$ cat src/rtl/page_stack_register.sv
// Memory page register with +/-1 stepping, absolute load and a small LIFO
// for saving/restoring the page across calls.
module page_stack_register #(
    parameter int unsigned PAGE_W      = 3,
    parameter int unsigned NUM_PAGES   = 8,
    parameter int unsigned SATURATE    = 0,
    parameter int unsigned STACK_DEPTH = 4
) (
    input  logic                               clk,
    input  logic                               reset_n,
    input  logic                               increment,
    input  logic                               decrement,
    input  logic                               load,
    input  logic [PAGE_W-1:0]                  load_val,
    input  logic                               push,
    input  logic                               pop,
    output logic [PAGE_W-1:0]                  mem_page,
    output logic [$clog2(STACK_DEPTH+1)-1:0]   stack_count,
    output logic                               stack_full,
    output logic                               stack_empty,
    output logic                               boundary,
    output logic                               err
);

    localparam int unsigned CW    = $clog2(STACK_DEPTH + 1);
    localparam int unsigned IW    = (STACK_DEPTH > 1) ? $clog2(STACK_DEPTH) : 1;
    localparam int unsigned SLOTS = 1 << IW;

    localparam logic [PAGE_W-1:0] LAST_PAGE = PAGE_W'(NUM_PAGES - 1);
    localparam logic [CW-1:0]     DEPTH     = CW'(STACK_DEPTH);

    // Rounded up to a power of two so the count can index it without a range check.
    logic [PAGE_W-1:0] stack [SLOTS];

    logic [PAGE_W-1:0] page_nxt;
    logic [CW-1:0]     count_nxt;
    logic              boundary_nxt;
    logic              err_nxt;
    logic              wr_en;
    logic [IW-1:0]     wr_idx;
    logic [IW-1:0]     rd_idx;
    logic              load_bad;
    logic              step_up;
    logic              step_dn;

    assign stack_full  = (stack_count == DEPTH);
    assign stack_empty = (stack_count == '0);

    assign wr_idx   = IW'(stack_count);
    assign rd_idx   = IW'(stack_count - CW'(1));
    assign load_bad = (32'(load_val) >= NUM_PAGES);
    assign step_up  = increment && !decrement;
    assign step_dn  = decrement && !increment;

    always_comb begin
        page_nxt     = mem_page;
        count_nxt    = stack_count;
        boundary_nxt = 1'b0;
        err_nxt      = 1'b0;
        wr_en        = 1'b0;

        if (push && pop) begin
            err_nxt = 1'b1;
        end else if (pop && !stack_empty) begin
            page_nxt  = stack[rd_idx];
            count_nxt = stack_count - CW'(1);
        end else begin
            // A failed pop falls through so load/inc/dec still take effect.
            if (pop) begin
                err_nxt = 1'b1;
            end
            if (push) begin
                if (stack_full) begin
                    err_nxt = 1'b1;
                end else begin
                    wr_en     = 1'b1;
                    count_nxt = stack_count + CW'(1);
                end
            end
            if (load) begin
                if (load_bad) begin
                    err_nxt = 1'b1;
                end else begin
                    page_nxt = load_val;
                end
            end else if (step_up) begin
                if (mem_page == LAST_PAGE) begin
                    boundary_nxt = 1'b1;
                    if (SATURATE == 0) begin
                        page_nxt = '0;
                    end
                end else begin
                    page_nxt = mem_page + PAGE_W'(1);
                end
            end else if (step_dn) begin
                if (mem_page == '0) begin
                    boundary_nxt = 1'b1;
                    if (SATURATE == 0) begin
                        page_nxt = LAST_PAGE;
                    end
                end else begin
                    page_nxt = mem_page - PAGE_W'(1);
                end
            end
        end
    end

    always_ff @(posedge clk) begin
        if (!reset_n) begin
            mem_page    <= '0;
            stack_count <= '0;
            boundary    <= 1'b0;
            err         <= 1'b0;
        end else begin
            mem_page    <= page_nxt;
            stack_count <= count_nxt;
            boundary    <= boundary_nxt;
            err         <= err_nxt;
        end
    end

    // Entries are left stale on reset; stack_count alone marks what is valid.
    always_ff @(posedge clk) begin
        if (reset_n && wr_en) begin
            stack[wr_idx] <= mem_page;
        end
    end

endmodule

$ cat config.mk
export PLATFORM = sky130hd
export DESIGN_NAME = page_stack_register
export DESIGN_NICKNAME = d
export VERILOG_FILES = /design/src/rtl/page_stack_register.sv
export SDC_FILE = /design/constraint.sdc
export NUM_CORES = 1
export LEC_CHECK = 0
export ABC_AREA = 1
export BUFFER_PORTS_ARGS = -buffer_cell sky130_fd_sc_hd__buf_2
export CAP_MARGIN = 40
export CELL_PAD_IN_SITES_DETAIL_PLACEMENT = 1
export CELL_PAD_IN_SITES_GLOBAL_PLACEMENT = 1
export CORE_ASPECT_RATIO = 1.1
export CORE_UTILIZATION = 30
export CTS_BUF_LIST = sky130_fd_sc_hd__clkbuf_4
export DETAILED_ROUTE_END_ITERATION = 8
export MAX_ROUTING_LAYER = met4
export PLACE_DENSITY_LB_ADDON = 0.25
export SYNTH_ARGS = -nofsm -noshare
export SYNTH_HDL_FRONTEND = slang
export SYNTH_SLANG_ARGS = --single-unit
$ cat constraint.sdc
create_clock -name clk -period 2.4 [get_ports clk]
set_input_delay 0.48 -clock clk [delete_from_list [all_inputs] [get_ports clk]]
set_output_delay 0.48 -clock clk [all_outputs]
set_load 0.02 [all_outputs]
==> impl_results.md, run 1 <==
- Outcome: finished, final reports clean
- Combinational power share: 0.329
- Antenna diodes: 0
- Multi-input gate area in the final layout: approximately 550 um^2
- Port bufs: 19
- Tmin final: roughly 1.9 ns
- Critical Path RT: between 1.5 and 2 ns
- Peak VDD IR: 0.340 mV
- Gr usage total: 0.154
- Max-slew violations: 0
- Worst r2r src: stack_count[1]
- Post-CTS Resized: 0
- CTS Buf Count: 3
- Die Y: 68.8 um
- Bufs on Longest Clock Path: 2
- Top layer in use: met4
- H-tree levels: 1
- Final WL: 2.88 mm
- Wire length on met2: 1.41 mm
- Worst Setup Start Kind: register
- Hold buffers post-CTS: 0
- First-pass GRT wire length: ~4.8 mm
- CP startpoint: stack_count[0]
- Mapped Nets: approximately 180
- Starting Density: 0.323
- Avg Vias per Cell: 4.37
- Final setup vio count: 0
- HP Start: reset_n
- Pleak: 0.722 nW
- Largest net degree at the start of global routing: 12
- Iteration-0 DRC Markers: 13
- Switching Share: 0.353
- Worst-Skew Late Latency: around 0.29 ns
- Fin crit share: 0.786
- CP endpoint kind: output port
- Clock share of power: 0.179
- P_sw: roughly 0.0003 W
- RePlAce Congestion: about 0.82
- Sequential share of power: 0.492
- Worst Clk Skew: 0.000832 ns
- Area delta synth->final: 15.0%
- Vias: between 1000 and 1500
- Die Area: 0.00432 mm^2
- Synth Cell Area: roughly 0.0012 mm^2
- WS Path Type: register to output port
- Relative slew margins: 0.758
- DRC viols: 0
- Met3 WL: 43 um
- CP arrival: 1.41 ns
- R2R Path End: stack[1][1]
- Initial antenna violation count: 0
- PnR worst setup slack: 0.513 ns
- Fmax achieved: approximately 0.53 GHz
- Rows: 23
- Worst-Margin Slew: ~0.36 ns
- Power consumption: between 0.0008 and 0.0009 W
- Synthesized flop and latch total: 20
- Hold crit path type: primary input to register
- Worst-case reg-to-reg path depth: 7
- Vias in the first global route: 1027
- Yosys warnings: 0
- Pwr dens: around 600 mW/mm^2
- Worst-path clk slew: 0.10 ns
- Avg WL per Cell: 12.5 um
- Hold Path End: mem_page[0]
- Root Buffer: clkbuf_4
- Worst hold path cell count: 3
- Max-cap violations: 0
- Post-DP HPWL: around 2.3 mm
- Gate Count Post-Synth: 158
- Syn_area_per_cell: 7.71 um^2
- Cell-internal power: between 0.0005 and 0.0006 W
- Chip width: ~63 um
- CP max FO: 9
- Final setup TNS: 0 ns
- Sequential standard cell area: between 500 and 600 um^2
- Grt ovf: 0
- Worst slack, placed: approximately 0.52 ns
- CTS tree: built
- Share of cells above drive strength 1: 0.200
- Core ar.: around 0.0038 mm^2
- Clk sinks: 20
- WL met1: 1.39 mm
- RSZ-0062 raised after global routing: no
- I/O pin count: 20
- Final Hold Fails: 0
- Yosys cell types: 21
- Fin nets: approximately 200
- R2R Setup Slk: 0.52 ns
- Fillers: about 490
- Sequential share of the synthesized area: 0.427
- DR pass1 iterations: 4
- Antenna viol nets, final: 0
- Setup Buffers After CTS: 0
## layout make-up
class / count / area share
Sequential cell: 20 / 0.371
Inverter: 36 / 0.100
Multi-Input combinational cell: 101 / 0.395
Timing Repair Buffer: 20 / 0.0732
Clock buffer: 3 / 0.0161
Tap cell: 50 / 0.0446
## logic make-up after synthesis
logic type	synth area share
AOI/OAI and AO/OA	0.0647
xor gates and xnor gates	0.0144
adders and majority gates	0.0924
buffers and inverters	0.119
DFF	0.427
and+or+nand+nor	0.282
## cell usage in the layout, fill, tap and decap left out
cell type,synthesis,final
nand2_2,2,2
xor2_1,2,2
ha_1,9,9
a21oi_1,5,5
inv_2,3,3
nor3_1,1,1
inv_1,32,32
nor2_1,15,15
buf_4,0,1
edfxtp_1,12,12
inv_6,1,1
nand3_1,14,14
dfxtp_1,8,8
nor2_2,1,1
buf_2,1,19
nand2_4,3,3
o21ai_4,1,1
o21ai_1,2,2
nand4_1,1,1
nand2_1,41,41
o21ai_0,2,2
clkbuf_4,0,3
a21oi_2,2,2
## power groups by stage
stage | registers (W) | clock network [W] | logic, W
2_1_floorplan | 0.000433 | 0 | 0.000180
3_3_place_gp | 0.000423 | 0 | 0.000272
3_5_place_dp | 0.000425 | 0 | 0.000281
4_1_cts | 0.000417 | 0.000159 | 0.000283
5_1_grt | 0.000421 | 0.000179 | 0.000313
6_report | 0.000415 | 0.000151 | 0.000277
## metal layers
layer | vias up | global-route usage
met2 | 11 | 0.274
li1 | 532 | -
met1 | 461 | 0.182
met5 | - | -
met3 | 2 | 0.0296
met4 | 0 | 0.0349
## cells in the mapped netlist
cell / n / area share
xor2_1: 2 / 0.014
edfxtp_1: 12 / 0.30
nand2_2: 2 / 0.010
nand3_1: 14 / 0.057
nor2_2: 1 / 0.0051
a21oi_1: 5 / 0.021
nand4_1: 1 / 0.0051
inv_2: 3 / 0.0092
a21oi_2: 2 / 0.014
o21ai_1: 2 / 0.0082
buf_2: 1 / 0.0041
inv_1: 32 / 0.099
nor2_1: 15 / 0.046
nand2_4: 3 / 0.028
nand2_1: 41 / 0.13
ha_1: 9 / 0.092
inv_6: 1 / 0.0072
nor3_1: 1 / 0.0041
o21ai_0: 2 / 0.0082
dfxtp_1: 8 / 0.13
o21ai_4: 1 / 0.013
## state kept, by name, summed over array words and instances (netlist names)
| register | flops |
|---|---|
| stack_count | 3 |
| err | 1 |
| mem_page | 3 |
| boundary | 1 |
| stack | 12 |
## critical path, cell delays in order (launching register included)
cell	delay, ns
dfxtp_1	0.33
inv_2	0.13
ha_1	0.31
nand2_1	0.11
inv_2	0.08
buf_2	0.16
## metrics by stage
| stage | cells | instance area (um^2) | util | hold WS, ns |
|---|---|---|---|---|
| 2_1_floorplan | 158 | 1220 | - | 0.603 |
| 3_3_place_gp | 227 | 1380 | 0.366 | 0.554 |
| 3_5_place_dp | 227 | 1380 | 0.366 | 0.581 |
| 4_1_cts | 230 | 1400 | 0.372 | 0.499 |
| 5_1_grt | 230 | 1400 | 0.372 | 0.496 |
| 6_report | 230 | 1400 | 0.372 | 0.502 |
## how the worst max path moves through the flow
stage | to | slack (ns) | cells past startpoint
floorplan | stack[0][0] | 0.42 | 8
global placement | stack[0][0] | 0.66 | 7
detailed placement | stack[1][0] | 0.52 | 7
CTS | stack_full | 0.48 | 5
global route | stack[0][0] | 0.30 | 7
finish | stack_full | 0.51 | 5
(Power assumes the default switching activity.)
==> run 2, diff against run 1 <==
==> constraint.sdc (replaced) <==
create_clock -name clk -period 1.95 [get_ports clk]
set_input_delay 0.39 -clock clk [delete_from_list [all_inputs] [get_ports clk]]
set_output_delay 0.39 -clock clk [all_outputs]
set_load 0.02 [all_outputs]
==> impl_results.md, run 2 (synthesis gave the netlist of run 1 again) <==
- WS Path Type: register to output port (unchanged)
- Max-cap violations: 0 (unchanged)
- Port bufs: 19 (unchanged)
- Post-DP HPWL: 2.44 mm (was 2.30 mm)
- Outcome: finished, final reports clean (unchanged)
- Clock share of power: 0.277 (was 0.179)
- Switching Share: 0.315 (was 0.353)
- DR pass1 iterations: 4 (unchanged)
- Worst slack, placed: 0.200 ns (was 0.520 ns)
- Die Area: 0.00432 mm^2 (unchanged)
- Worst path slowest cell: dfxtp_2 (was dfxtp_1)
- Peak VDD IR: 0.309 mV (was 0.340 mV)
- Worst-Margin Slew: 0.290 ns (was 0.362 ns)
- Largest Register: stack (unchanged)
- Rows: 23 (unchanged)
- Fin crit share: 0.910
- Critical Path, Cell by Cell: inv_1, ha_1, buf_4, nand2_4, inv_1, buf_2 (was inv_2, ha_1, nand2_1, inv_2, buf_2)
- Vias: 1031 (was 1006)
- Hold WS: 0.390 ns (was 0.502 ns)
- RePlAce Congestion: 0.808 (was 0.824)
- CP endpoint kind: output port (unchanged)
- CTS Buf Count: 3 (unchanged)
- Share of cells above drive strength 1: 0.224 (was 0.200)
- Root Buffer: clkbuf_4 (unchanged)
- Starting Density: 0.323 (unchanged)
- Die Y: 68.8 um (unchanged)
- Final setup vio count: 0 (unchanged)
- CTS tree: built (unchanged)
- Worst Clk Skew: 0.0152 ns (was 0.000832 ns)
- I/O pin count: 20 (unchanged)
- Iteration-0 DRC Markers: 24 (was 13)
- CP arrival: 1.38 ns (was 1.41 ns)
- Chip width: 62.8 um (unchanged)
- Fin nets: 203 (was 201)
- Placed inst area: 0.00140 mm^2 (was 0.00138 mm^2)
- Met2 global-route usage: 0.310 (was 0.274)
- Cell mode on critical path: inv_1 (was inv_2)
- Clk sinks: 20 (unchanged)
- Post-route cell area: 0.00145 mm^2 (was 0.00140 mm^2)
- Grt ovf: 0 (unchanged)
- Cell-internal power: 0.000815 W (was 0.000545 W)
- P_sw: 0.000375 W (was 0.000298 W)
- DRC viols: 0 (unchanged)
- Initial antenna violation count: 0 (unchanged)
- Busiest layer in global routing: met2 (unchanged)
- CP peak stage delay: 0.38 ns (was 0.33 ns)
- CP max FO: 5 (was 9)
- Fillers: 472 (was 491)
- Cell Count, Final, Fillers Out: 233 (was 230)
- PnR worst setup slack: 0.176 ns (was 0.513 ns)
- Fmax achieved: 0.564 GHz
- Bufs on Longest Clock Path: 2 (unchanged)
- Worst Setup Start Kind: register (unchanged)
- Gr usage total: 0.156 (was 0.154)
- Tmin final: 1.77 ns
- Setup Buffers After CTS: 0 (unchanged)
- Area delta synth->final: 18.9% (was 15.0%)
- Most frequent cells in the layout: nand2_1 (41), inv_1 (32), buf_2 (19) (unchanged)
- Sequential share of power: 0.427 (was 0.492)
- Hold buffers post-CTS: 0 (unchanged)
- Max-slew violations: 0 (unchanged)
- H-tree levels: 1 (unchanged)
- Largest registers: stack x12, mem_page x3, stack_count x3 (unchanged)
- Worst-Skew Late Latency: 0.30 ns (was 0.29 ns)
- Avg WL per Cell: 12.5 um (about the same)
- GR met1 Demand/Resource: 0.165 (was 0.182)
- Core ar.: 0.00377 mm^2 (unchanged)
- First-pass GRT wire length: 4.95 mm (was 4.82 mm)
- Vias in the first global route: 1068 (was 1027)
- Number of cells after detailed placement: 229 (was 227)
- Avg Vias per Cell: 4.42 (was 4.37)
- RSZ-0062 raised after global routing: no (unchanged)
- Pwr dens: 821 mW/mm^2 (was 602 mW/mm^2)
- Met3 Use GR: 0.00987 (was 0.0296)
- Antenna viol nets, final: 0 (unchanged)
- Pleak: 0.747 nW (was 0.722 nW)
- Commonest non-fill, non-tap cell in the layout: nand2_1 (unchanged)
- Post-CTS Resized: 0 (unchanged)
- Max reg flops: 12 (unchanged)
- Relative slew margins: 0.806 (was 0.758)
- Final setup TNS: 0 ns (unchanged)
- Antenna diodes: 0 (unchanged)
- Largest net degree at the start of global routing: 13 (was 12)
- Final WL: 2.92 mm (was 2.88 mm)
- Final Hold Fails: 0 (unchanged)
- Worst-path clk slew: 0.12 ns (was 0.10 ns)
- Hold crit path type: primary input to register (unchanged)
- Combinational power share: 0.296 (was 0.329)
- Critical Path RT: 1.56 ns (was 1.92 ns)
==> run 2: metal layers <==
layer	vias to the layer above	part of all wire
met2	15	0.52
li1	534	-
met3	4	0.015
met1	478	0.45
met4	0	0.012
met5	-	0
==> run 2: path summary, 6_finish.rpt <==
check | slack, ns | cells after the start | to | startpoint
min reg2reg | 0.57 | 0 | stack[1][0] | mem_page[0]
max | 0.18 | 6 | stack_empty | stack_count[1]
max reg2reg | 0.24 | 7 | stack[2][2] | stack_count[1]
min | 0.39 | 3 | mem_page[0] | reset_n
==> run 2: power by group through the flow <==
stage,Sequential (W),Clock [W],Combinational [W]
6_report,0.000508,0.000330,0.000352
5_1_grt,0.000513,0.000368,0.000402
4_1_cts,0.000509,0.000337,0.000359
3_5_place_dp,0.000518,0,0.000356
3_3_place_gp,0.000516,0,0.000347
2_1_floorplan,0.000533,0,0.000221
==> run 2: critical path: cells and delay by family, from the launching register on <==
family | cells | cell delay, ns
buffers and inverters | 4 | 0.42
DFF | 1 | 0.38
adders and majority gates | 1 | 0.20
and+or+nand+nor | 1 | 0.08
==> run 2: layout make-up <==
type | count | area, um^2 | area share
multi-input cells | 101 | 553 | 0.382
flip-flops and latches | 20 | 523 | 0.361
inverters | 36 | 140 | 0.0967
repair buffers | 22 | 118 | 0.0812
well taps | 50 | 62.6 | 0.0432
clock inverters | 1 | 30.0 | 0.0207
clock buffers | 3 | 22.5 | 0.0155
==> run 2: metrics by stage <==
| stage | util | total power, W |
|---|---|---|
| after CTS | 0.384 | 0.00120 |
| after floorplan | - | 0.000754 |
| after detailed placement | 0.370 | 0.000874 |
| after global routing | 0.384 | 0.00128 |
| after global placement | 0.370 | 0.000863 |
| final | 0.384 | 0.00119 |
==> run 3, diff against run 2 <==
--- a/config.mk
+++ b/config.mk
@@ -16,6 +16,7 @@
 export DETAILED_ROUTE_END_ITERATION = 8
 export MAX_ROUTING_LAYER = met4
 export PLACE_DENSITY_LB_ADDON = 0.25
+export REMOVE_ABC_BUFFERS = 1
 export SYNTH_ARGS = -nofsm -noshare
 export SYNTH_HDL_FRONTEND = slang
 export SYNTH_SLANG_ARGS = --single-unit
==> impl_results.md, run 3 (synthesis gave the netlist of run 1 again) <==
- CTS tree: built (unchanged)
- Cell mode on critical path: inv_1 (unchanged)
- Setup Buffers After CTS: 0 (unchanged)
- Worst path slowest cell: dfxtp_1 (was dfxtp_2)
- Antenna diodes: 0 (unchanged)
- Starting Density: 0.323 (unchanged)
- Fillers: 490 (was 472)
- Rows: 23 (unchanged)
- Die Area: 0.00432 mm^2 (unchanged)
- Number of cells after detailed placement: 229 (unchanged)
- Largest Register: stack (unchanged)
- Final Hold Fails: 0 (unchanged)
- First-pass GRT wire length: 5.29 mm (was 4.95 mm)
- Max reg flops: 12 (unchanged)
- Fin crit share: 0.932 (was 0.910)
- Bufs on Longest Clock Path: 2 (unchanged)
- Worst-Margin Slew: 0.297 ns (was 0.290 ns)
- Core ar.: 0.00377 mm^2 (unchanged)
- Port bufs: 19 (unchanged)
- RSZ-0062 raised after global routing: yes (was no)
- Most frequent cells in the layout: nand2_1 (41), inv_1 (32), buf_2 (19) (unchanged)
- DR pass1 iterations: 4 (unchanged)
- CP endpoint kind: output port (unchanged)
- Max-cap violations: 0 (unchanged)
- Worst-path clk slew: 0.11 ns (was 0.12 ns)
- Cell Count, Final, Fillers Out: 233 (unchanged)
- Critical Path RT: 1.56 ns (about the same)
- Outcome: finished, final reports clean (unchanged)
- Antenna viol nets, final: 0 (unchanged)
- Hold buffers post-CTS: 0 (unchanged)
- CP max FO: 5 (unchanged)
- Multi-input gate area in the final layout: 553 um^2 (unchanged)
- Critical Path, Cell by Cell: inv_1, ha_1, buf_4, nand2_4, inv_1, buf_2 (unchanged)
- Clk sinks: 20 (unchanged)
- Cell-internal power: 0.000682 W (was 0.000815 W)
- Vias in the first global route: 1145 (was 1068)
- Sequential standard cell area: 520 um^2 (was 523 um^2)
- Peak VDD IR: 0.306 mV (was 0.309 mV)
- Initial antenna violation count: 0 (unchanged)
- Hold crit path type: primary input to register (unchanged)
- RePlAce Congestion: 0.765 (was 0.808)
- Vias: 1052 (was 1031)
- Switching Share: 0.356 (was 0.315)
- Worst-Skew Late Latency: 0.29 ns (was 0.30 ns)
- Iteration-0 DRC Markers: 14 (was 24)
- PnR worst setup slack: 0.133 ns (was 0.176 ns)
- H-tree levels: 1 (unchanged)
- Avg WL per Cell: 13.1 um (was 12.5 um)
- Commonest non-fill, non-tap cell in the layout: nand2_1 (unchanged)
- CTS Buf Count: 3 (unchanged)
- Share of cells above drive strength 1: 0.208 (was 0.224)
- Post-DP HPWL: 2.51 mm (was 2.44 mm)
- Fmax achieved: 0.550 GHz (was 0.564 GHz)
- WS Path Type: register to output port (unchanged)
- Root Buffer: clkbuf_4 (unchanged)
- DRC viols: 0 (unchanged)
- Area delta synth->final: 16.5% (was 18.9%)
- Grt ovf: 0 (unchanged)
- Gr usage total: 0.168 (was 0.156)
- Worst Setup Start Kind: register (unchanged)
- Largest registers: stack x12, mem_page x3, stack_count x3 (unchanged)
- CP arrival: 1.43 ns (was 1.38 ns)
- Worst slack, placed: 0.153 ns (was 0.200 ns)
- Avg Vias per Cell: 4.52 (was 4.42)
- Fin nets: 203 (unchanged)
- Clock share of power: 0.183 (was 0.277)
- Tmin final: 1.82 ns (was 1.77 ns)
- Post-CTS Resized: 0 (unchanged)
- Final setup vio count: 0 (unchanged)
- Pwr dens: 746 mW/mm^2 (was 821 mW/mm^2)
- I/O pin count: 20 (unchanged)
- Max-slew violations: 0 (unchanged)
- Relative slew margins: 0.802 (was 0.806)
- Final WL: 3.06 mm (was 2.92 mm)
- Die Y: 68.8 um (unchanged)
- Pleak: 0.734 nW (was 0.747 nW)
- Sequential share of power: 0.479 (was 0.427)
- P_sw: 0.000377 W (was 0.000375 W)
- Worst Clk Skew: 0.00822 ns (was 0.0152 ns)
- Largest net degree at the start of global routing: 12 (was 13)
- Combinational power share: 0.338 (was 0.296)
- Chip width: 62.8 um (unchanged)
- CP peak stage delay: 0.41 ns (was 0.38 ns)
==> run 3: path summary, 6_finish.rpt <==
path	start	end	slack, ns	cells after the start
max	stack_count[1]	stack_empty	0.13	6
min	reset_n	mem_page[2]	0.41	3
max reg2reg	stack_count[1]	stack[3][0]	0.15	7
min reg2reg	stack_count[1]	stack_count[1]	0.59	2
==> run 3: metal layers <==
metal | vias to the layer above | track usage | wire length, um
met5 | - | - | 0
met4 | 0 | 0.0610 | 27
met3 | 2 | 0.0148 | 49
met2 | 13 | 0.307 | 1560
met1 | 497 | 0.196 | 1420
li1 | 540 | - | -
==> run 3: worst max-delay path: cells and delay by family, from the launching register on <==
kind | cells | cell delay [ns]
buffers and inverters | 4 | 0.44
and+or+nand+nor | 1 | 0.07
DFF | 1 | 0.41
adders and majority gates | 1 | 0.21
==> run 3: through the flow <==
stage / hold slack, ns / instance area [um^2] / utilization / setup TNS, ns / total power [W]
final: 0.412 / 1420 / 0.377 / 0 / 0.00106
after global routing: 0.403 / 1420 / 0.377 / -0.237 / 0.00115
after CTS: 0.402 / 1420 / 0.377 / 0 / 0.00108
after global placement: 0.556 / 1390 / 0.370 / 0 / 0.000867
after floorplan: 0.516 / 1210 / - / -0.300 / 0.000752
after detailed placement: 0.565 / 1390 / 0.370 / 0 / 0.000881
==> run 3: cell type report <==
| cell class | count | share of cell area |
|---|---|---|
| multi-input combinational | 101 | 0.389 |
| sequential | 20 | 0.367 |
| inverter | 36 | 0.0987 |
| timing repair buffer | 22 | 0.0828 |
| tap | 50 | 0.0441 |
| clock buffer | 3 | 0.0159 |
| clock inverter | 1 | 0.00264 |
==> run 3: power groups by stage <==
| stage | sequential, W | combinational, W | clock [W] |
|---|---|---|---|
| final | 0.000507 | 0.000358 | 0.000194 |
| after global placement | 0.000516 | 0.000351 | 0 |
| after global routing | 0.000512 | 0.000408 | 0.000226 |
| after floorplan | 0.000537 | 0.000215 | 0 |
| after detailed placement | 0.000518 | 0.000363 | 0 |
| after CTS | 0.000508 | 0.000365 | 0.000204 |
